==> src/rtl/bm_block_quantizer.sv <==
// Block-minifloat encoder: buffers N floats, derives a shared bias from the
// block's largest exponent, then streams out (1+e+m)-bit BM elements.
module bm_block_quantizer #(
  parameter int e  = 3,
  parameter int m  = 4,
  parameter int E  = 8,
  parameter int M  = 23,
  parameter int sb = 3,
  parameter int N  = 8
) (
  input  logic             clk,
  input  logic             reset,
  input  logic             in_valid,
  output logic             in_ready,
  input  logic [E+M:0]     in_data,
  output logic             out_valid,
  input  logic             out_ready,
  output logic [e+m:0]     out_data,
  output logic [sb-1:0]    out_bias,
  output logic             out_last,
  output logic             FLAG_exp_overflow
);

  localparam int IW = (N > 1) ? $clog2(N) : 1;
  localparam int XW = E + 2;
  localparam int FB = 2**(E-1) - 1;
  localparam int B  = 2**(e-1) - 1;
  localparam int XMAX = 2**e - 1;

  localparam logic signed [XW-1:0] FB_X   = XW'(FB);
  localparam logic signed [XW-1:0] B_X    = XW'(B);
  localparam logic signed [XW-1:0] TOP_X  = XW'(XMAX - B);
  localparam logic signed [XW-1:0] XMAX_X = XW'(XMAX);
  localparam logic signed [XW-1:0] ONE_X  = XW'(1);
  localparam logic signed [XW-1:0] SMAX_X = XW'(2**(sb-1) - 1);
  localparam logic signed [XW-1:0] SMIN_X = -XW'(2**(sb-1));

  typedef enum logic [1:0] {FILL, BIAS, DRAIN} state_t;

  state_t state, state_next;

  logic [E+M:0]          buf_mem [N];
  logic [IW-1:0]         wr_idx, rd_idx;
  logic [E-1:0]          emax;
  logic signed [sb-1:0]  s_bias;

  logic                  in_fire, out_fire, wr_last, rd_last;
  logic [E-1:0]          in_ef;

  assign in_ready  = (state == FILL);
  assign out_valid = (state == DRAIN);
  assign in_fire   = in_valid & in_ready;
  assign out_fire  = out_valid & out_ready;
  assign wr_last   = (wr_idx == IW'(N - 1));
  assign rd_last   = (rd_idx == IW'(N - 1));
  assign in_ef     = in_data[E+M-1:M];

  // Shared bias: puts the block's largest exponent in the top BM binade.
  logic signed [XW-1:0] s_raw;
  logic signed [sb-1:0] s_calc;
  always_comb begin
    s_raw  = $signed({2'b00, emax}) - FB_X - TOP_X;
    s_calc = '0;
    if (emax != '0) begin
      if (s_raw > SMAX_X)      s_calc = sb'(SMAX_X);
      else if (s_raw < SMIN_X) s_calc = sb'(SMIN_X);
      else                     s_calc = sb'(s_raw);
    end
  end

  always_comb begin
    state_next = state;
    case (state)
      FILL:    if (in_fire && wr_last)   state_next = BIAS;
      BIAS:                              state_next = DRAIN;
      DRAIN:   if (out_fire && rd_last)  state_next = FILL;
      default:                           state_next = FILL;
    endcase
  end

  always_ff @(posedge clk or negedge reset) begin
    if (!reset) begin
      state  <= FILL;
      wr_idx <= '0;
      rd_idx <= '0;
      emax   <= '0;
      s_bias <= '0;
    end else begin
      state <= state_next;
      if (in_fire) begin
        wr_idx <= wr_idx + IW'(1);
        if (in_ef != '0 && in_ef > emax) emax <= in_ef;
      end
      if (state == BIAS) s_bias <= s_calc;
      if (out_fire) begin
        if (rd_last) begin
          rd_idx <= '0;
          wr_idx <= '0;
          emax   <= '0;
        end else begin
          rd_idx <= rd_idx + IW'(1);
        end
      end
    end
  end

  always_ff @(posedge clk) begin
    if (in_fire) buf_mem[wr_idx] <= in_data;
  end

  // Element conversion from the buffered word and the registered bias.
  logic [E+M:0]          cur;
  logic                  cur_s;
  logic [E-1:0]          cur_ef;
  logic [m:0]            f_sum;
  logic [m-1:0]          f_rnd;
  logic signed [XW-1:0]  x_pre, x_rnd, s_ext;
  logic                  rd_unused;

  always_comb begin
    cur       = buf_mem[rd_idx];
    cur_s     = cur[E+M];
    cur_ef    = cur[E+M-1:M];
    rd_unused = ^cur[M-m-2:0];
    s_ext     = $signed({{(XW-sb){s_bias[sb-1]}}, s_bias});
    x_pre     = $signed({2'b00, cur_ef}) - FB_X - s_ext + B_X;
    f_sum     = {1'b0, cur[M-1 -: m]} + (m+1)'(cur[M-m-1]);
    x_rnd     = f_sum[m] ? x_pre + ONE_X : x_pre;
    f_rnd     = f_sum[m] ? '0 : f_sum[m-1:0];

    out_data          = '0;
    FLAG_exp_overflow = 1'b0;
    if (state == DRAIN && cur_ef != '0) begin
      if (&cur_ef || x_rnd > XMAX_X) begin
        out_data          = {cur_s, {(e+m){1'b1}}};
        FLAG_exp_overflow = 1'b1;
      end else if (x_rnd >= ONE_X) begin
        out_data = {cur_s, x_rnd[e-1:0], f_rnd};
      end
    end
  end

  assign out_bias = s_bias;
  assign out_last = (state == DRAIN) && rd_last;

endmodule

==> config.mk <==
export PLATFORM = sky130hd
export DESIGN_NAME = bm_block_quantizer
export DESIGN_NICKNAME = d
export VERILOG_FILES = /design/src/rtl/bm_block_quantizer.sv
export SDC_FILE = /design/constraint.sdc
export NUM_CORES = 1
export LEC_CHECK = 0
export CAP_MARGIN = 10
export CELL_PAD_IN_SITES_DETAIL_PLACEMENT = 1
export CELL_PAD_IN_SITES_GLOBAL_PLACEMENT = 2
export CORE_MARGIN = 2
export CORE_UTILIZATION = 46
export CTS_BUF_LIST = sky130_fd_sc_hd__clkbuf_16
export DETAILED_ROUTE_END_ITERATION = 6
export PLACE_DENSITY = 0.82
export SYNTH_ARGS = -nofsm -noshare
export SYNTH_HDL_FRONTEND = slang
export SYNTH_SLANG_ARGS = --single-unit
==> constraint.sdc <==
create_clock -name clk -period 19.59 [get_ports clk]
set_input_delay 4.8975 -clock clk [delete_from_list [all_inputs] [get_ports clk]]
set_output_delay 4.8975 -clock clk [all_outputs]
set_load 0.02 [all_outputs]
Yosys cells after proc, flatten, opt, wreduce, memory -nomap -nowiden:

Memories as Yosys holds them, arrays and structs flattened.
Index checks and enable logic that the tools add are counted.

* register bits after elaboration: 19
* latch bits: 0
* memory bits (writable): 256
* ROM bits: 0
* bits of input ports: 36
* output and inout bits: 15
* logic and storage cells: 63
* memories: 1

* add/subtract/negate cells: 9
* multipliers: 0
* divide/modulo/power cells: 0
* order comparisons: 5
* equality and inequality tests: 6
* shift operators: 0
* muxes and demuxes: 23
* bitwise operators: 2
* reduce and logical (&&, ||, !) cells: 12

Memory list
* buf_mem: depth 8, bits a word 32, rd ports 1, clocked after memory_dff 0, write ports 1, line 42 `logic [E+M:0] buf_mem [N];`

Operators with widths (number)
* $mux W8: 7
* $reduce_bool A8 Y1: 3
* $mux W3: 7
* $sub A8 B7 Y9 const B: 2
* $add A10 B2 Y10 const B: 1
* $add A10 B3 Y10 const B: 1
* $ge A10 B2 Y1 const B: 1
* $gt A10 B3 Y1 const B: 1
* $gt A10 B4 Y1 const B: 1
* $lt A10 B3 Y1 const B: 1
* $mux W10: 1
* $sub A9 B3 Y10: 1
* $sub A9 B4 Y10 const B: 1
* $gt A8 B8 Y1: 1
* $reduce_and A8 Y1: 1
* $add A3 B1 Y3 const B: 2
* $eq A3 B3 Y1 const B: 2
* $pmux W2 S3: 1
* $add A4 B1 Y5: 1
* $logic_and A1 B1 Y1: 5
* $mux W1: 4
* $mux W2: 2
* $mux W4: 1
* $ne A2 B1 Y1 const B: 2
* 6 further kinds: 7

Logic depth before layout (Yosys ltp):

An unclocked memory read counts as a cell.

* depth after elaboration: 10
* mapped depth: 22
* depth with buffers taken out: 17

Worst setup path after synthesis:

Ideal clock, no wire load.

* kind: reg2out
* start point: register rd_idx[1]
* end point: output out_data[7]
* arrival: 5.237 ns
* data required time: 14.693 ns
* setup slack: 9.455 ns
* stages on the path, launching flop included: 22
* buffers on the path: 4
* path through: dfrtp_1 buf_6 buf_6 buf_2 buf_1 mux4_2 mux2i_1 inv_1 ha_1 nor2b_1 nor2b_1 xnor2_1 ha_1 ha_1 and3_1 a22o_1 mux2_2 or2_2 nor3b_1 o31ai_4 o211ai_4 a211oi_1

* word-level cells in the longest chain between the ends: 10
* elaborated cells between the ends (all ways): 16
* classes of those cells: 5 x add/sub; 2 x order compare; 4 x mux; 4 x reduce/logical; 1 x memory

Ends and longest elaborated chain
* start: declaration: line 43 `logic [IW-1:0] wr_idx, rd_idx;`
* start signal: assignment: line 101 `rd_idx <= rd_idx + IW'(1);`
* $mem_v2 Z8 W32 *
* $sub A8 B7 Y9: line 126 `x_pre = $signed({2'b00, cur_ef}) - FB_X - s_ext + B_X;`
* $sub A9 B3 Y10: line 126
* $add A10 B3 Y10: line 126
* $add A10 B2 Y10: line 128 `x_rnd = f_sum[m] ? x_pre + ONE_X : x_pre;`
* $mux W10: line 128
* $ge A10 B2 Y1 or $gt A10 B4 Y1 (tied branches): line 137, 134
* $mux W8 or $logic_or A1 B1 Y1 (tied branches): line 137, 134
* $mux W8: line 134 `if (&cur_ef || x_rnd > XMAX_X) begin`
* $mux W8 *: line 133 `if (state == DRAIN && cur_ef != '0) begin`
* end: declaration: line 18 `output logic [e+m:0] out_data,`

Mark *: on every way between the ends. The rest lies on a longest branch, timed or not.

Final worst setup path:

* start point: register rd_idx[0]
* end point: output out_data[3]

The elaborated chain is that of the path after synthesis.

==> flow_metrics.env <==
export IMPL_ff2ff_path_depth=10
export IMPL_period_share_pct=58.4
export IMPL_cts_setup_buffers=0
export IMPL_drive_gt1_share_pct=16.5
export IMPL_final_core_util_pct=54.6
export IMPL_ys_top_cells_by_area="edfxtp_1 49%, mux4_2 9.4%, dfrtp_1 6.9%"
export IMPL_syn_inst=489
export IMPL_run_status="finished clean"
export IMPL_drt_vias_per_instance=6.06
export IMPL_drt_initial_drc_count=309
export IMPL_place_gp_congestion=0.794
export IMPL_syn_nets=562
export IMPL_whs_ns=0.544
export IMPL_diodes=0
export IMPL_regArea_mm2=0.00384
export IMPL_r2r_slack_ns=16.90
export IMPL_ctsHoldBuffers=0
export IMPL_die_area_mm2=0.0161
export IMPL_portBuffers=32
export IMPL_clk_path_buf_depth=2
export IMPL_core_area_mm2=0.0146
export IMPL_rows=44
export IMPL_r2r_end="emax[7]$_DFF_PN0_"
export IMPL_r2r_start="emax[1]$_DFF_PN0_"
export IMPL_synthesis_area_mm2=0.00692
export IMPL_ys_flop_type="edfxtp_1"
export IMPL_ys_ff_latch=131
export IMPL_rsz0062_at_grt="no"
export IMPL_maxCapViolations=0
export IMPL_first_global_vias=4774
export IMPL_cts_repair_resized=0
export IMPL_place_hpwl_um=11000
export IMPL_pin_count=51
export IMPL_h_tree_depth=4
export IMPL_startpoint_type="register"
export IMPL_fmax_ghz=0.0874
export IMPL_via_count=4384
export IMPL_grt_use_total_pct=22.2
export IMPL_route_detailed_drc=0
export IMPL_yosysMostFrequentCell="edfxtp_1"
export IMPL_syn_area_per_cell_um2=14.2
export IMPL_worstPathArrival_ns=6.54
export IMPL_fp_dieH_um=127
export IMPL_finalCriticalPeriod_ns=11.44
export IMPL_grt_overflow=0
export IMPL_cp_endpoint="out_data[3]"
export IMPL_ant_nets=0
export IMPL_area_growth_pct=15.5
export IMPL_yosysWarnings=0
export IMPL_grt_pass1_wl_um=26700
export IMPL_synth_edf_count=112
export IMPL_critPathLaunch="rd_idx[0]$_DFFE_PN0P_"
export IMPL_final_max_slew_viol_count=0
export IMPL_initial_core_util_pct=47.3
export IMPL_path_class="register to output port"
export IMPL_clkLatencyLatePin_ns=0.42
export IMPL_min_path_type="register to register"
export IMPL_cts_sinks=131
export IMPL_yosysSeqAreaShare_pct=55.4
export IMPL_cts_buffers=17
export IMPL_cp_required_ns=14.69
export IMPL_fill_cells=1427
export IMPL_critPathCaptureType="output port"
export IMPL_finClkSkew_ns=0.00850
export IMPL_drt_first_pass_iters=4
export IMPL_antenna_found_initial=0
export IMPL_wl_per_cell_um=22.6
export IMPL_async_reset_ff_share_pct=14.5
export IMPL_dieWidth_um=127
export IMPL_cp_max_fo=32
export IMPL_setup_tns_ns=0
export IMPL_clk_pin_slew_worst_paths_ns=0.05
export IMPL_fin_nets=600
export IMPL_finalSetupViolCount=0
export IMPL_synth_top_area_share_pct=48.6
export IMPL_cts_tree="built"
export IMPL_netlist_cell_type_count=64
export IMPL_yosys_area_top_type="edfxtp_1"
export IMPL_wirelength_um=16400
export IMPL_tightest_slew_ns=1.07
export IMPL_hold_viol=0
export IMPL_root_buffer="clkbuf_16"
export IMPL_maxSlewHeadroom_pct=28.4
export IMPL_synth_common_cells="112 x edfxtp_1, 36 x ha_1, 29 x mux4_2, 25 x inv_1, 25 x nor2_1"
export IMPL_grt_start_max_net_pins=37
export IMPL_multi_input_comb_area_mm2=0.00292
## flip-flops by register name, summed over array words and instances, names as in the netlist
register  count
rd_idx        3
wr_idx        3
state         2
out_bias      3
buf_mem     112
emax          8
## final cells by class
| type | instances | area share, % |
|---|---|---|
| clock inverter | 15 | 1.75 |
| multi-input combinational | 316 | 36.5 |
| inverter | 25 | 1.17 |
| sequential | 131 | 48.0 |
| clock buffer | 17 | 5.32 |
| tap | 184 | 2.88 |
| timing repair buffer | 36 | 4.38 |
## layer usage
metal  vias to the layer above  GRT usage (%)  wire length [um]
met3                        22           4.34               595
met2                        87           37.5              8390
met5                         -              0                 0
li1                       2010              -                 -
met4                         0           7.50               239
met1                      2265           29.0              7160
## stage by stage
stage	area, um^2	setup WS [ns]	std cells
after floorplan	6920	9.46	489
after global placement	7430	8.59	692
after detailed placement	7430	8.53	692
after CTS	8000	8.03	724
after global routing	8000	7.68	724
final	8000	8.15	724
## logic make-up after synthesis
| family | after synthesis | share of synthesized area (%) |
|---|---|---|
| AO/OA/AOI/OAI | 87 | 10.0 |
| XOR/XNOR | 14 | 1.77 |
| adder cells (fa/ha/maj) | 37 | 6.79 |
| buffers and inverters | 42 | 2.89 |
| flip-flops | 131 | 55.4 |
| multiplexers | 59 | 14.2 |
| AND/OR/NAND/NOR | 119 | 8.85 |
## worst min path at each step
stage / from / end / depth (start not counted)
detailed placement: out_bias[1]$_DFFE_PN0N_ / out_bias[1]$_DFFE_PN0N_ / 1
global placement: out_bias[0]$_DFFE_PN0N_ / out_bias[0]$_DFFE_PN0N_ / 1
global route: out_bias[1]$_DFFE_PN0N_ / out_bias[1]$_DFFE_PN0N_ / 1
floorplan: emax[4]$_DFF_PN0_ / emax[4]$_DFF_PN0_ / 2
finish: out_bias[1]$_DFFE_PN0N_ / out_bias[1]$_DFFE_PN0N_ / 1
CTS: out_bias[1]$_DFFE_PN0N_ / out_bias[1]$_DFFE_PN0N_ / 1
## worst max-delay path, stage by stage (launching register included)
cell             delay [ns]
dfrtp_2                0.34
buf_4                  0.48
mux4_2                 0.57
mux2i_1                0.49
inv_1                  0.10
ha_1                   0.23
nor2b_1                0.18
nor2b_1                0.19
xnor2_1                0.23
ha_1                   0.27
ha_1                   0.37
and3_1                 0.22
a22o_1                 0.27
mux2_2                 0.30
or2_2                  0.34
nor3b_1                0.19
o31ai_4                0.21
o211ai_4               0.16
o41ai_2                0.31
clkdlybuf4s50_1        0.66
## layout by cell type (no fill, tap or decap), types with 4 or more instances in the layout
cell type	n
clkbuf_16	17
xor2_1	5
o21a_1	7
nor2_1	19
mux2_2	8
dfrtp_1	18
nor2b_1	8
nand2_1	24
a211o_1	4
a21oi_1	15
buf_4	4
nand2b_1	7
mux2i_1	20
mux4_2	29
nor3_1	6
o31ai_1	5
edfxtp_1	112
inv_1	27
a211oi_1	4
clkinv_1	4
nor4_1	5
xnor2_1	9
ha_1	36
nor2_2	7
clkdlybuf4s50_1	32
o21ai_0	11
and3_1	5
a21o_1	6
nand3_1	15
nand4_1	7
Power is not shown: default switching activity piles up to over one toggle a cycle in this logic, so the estimate is an artifact.
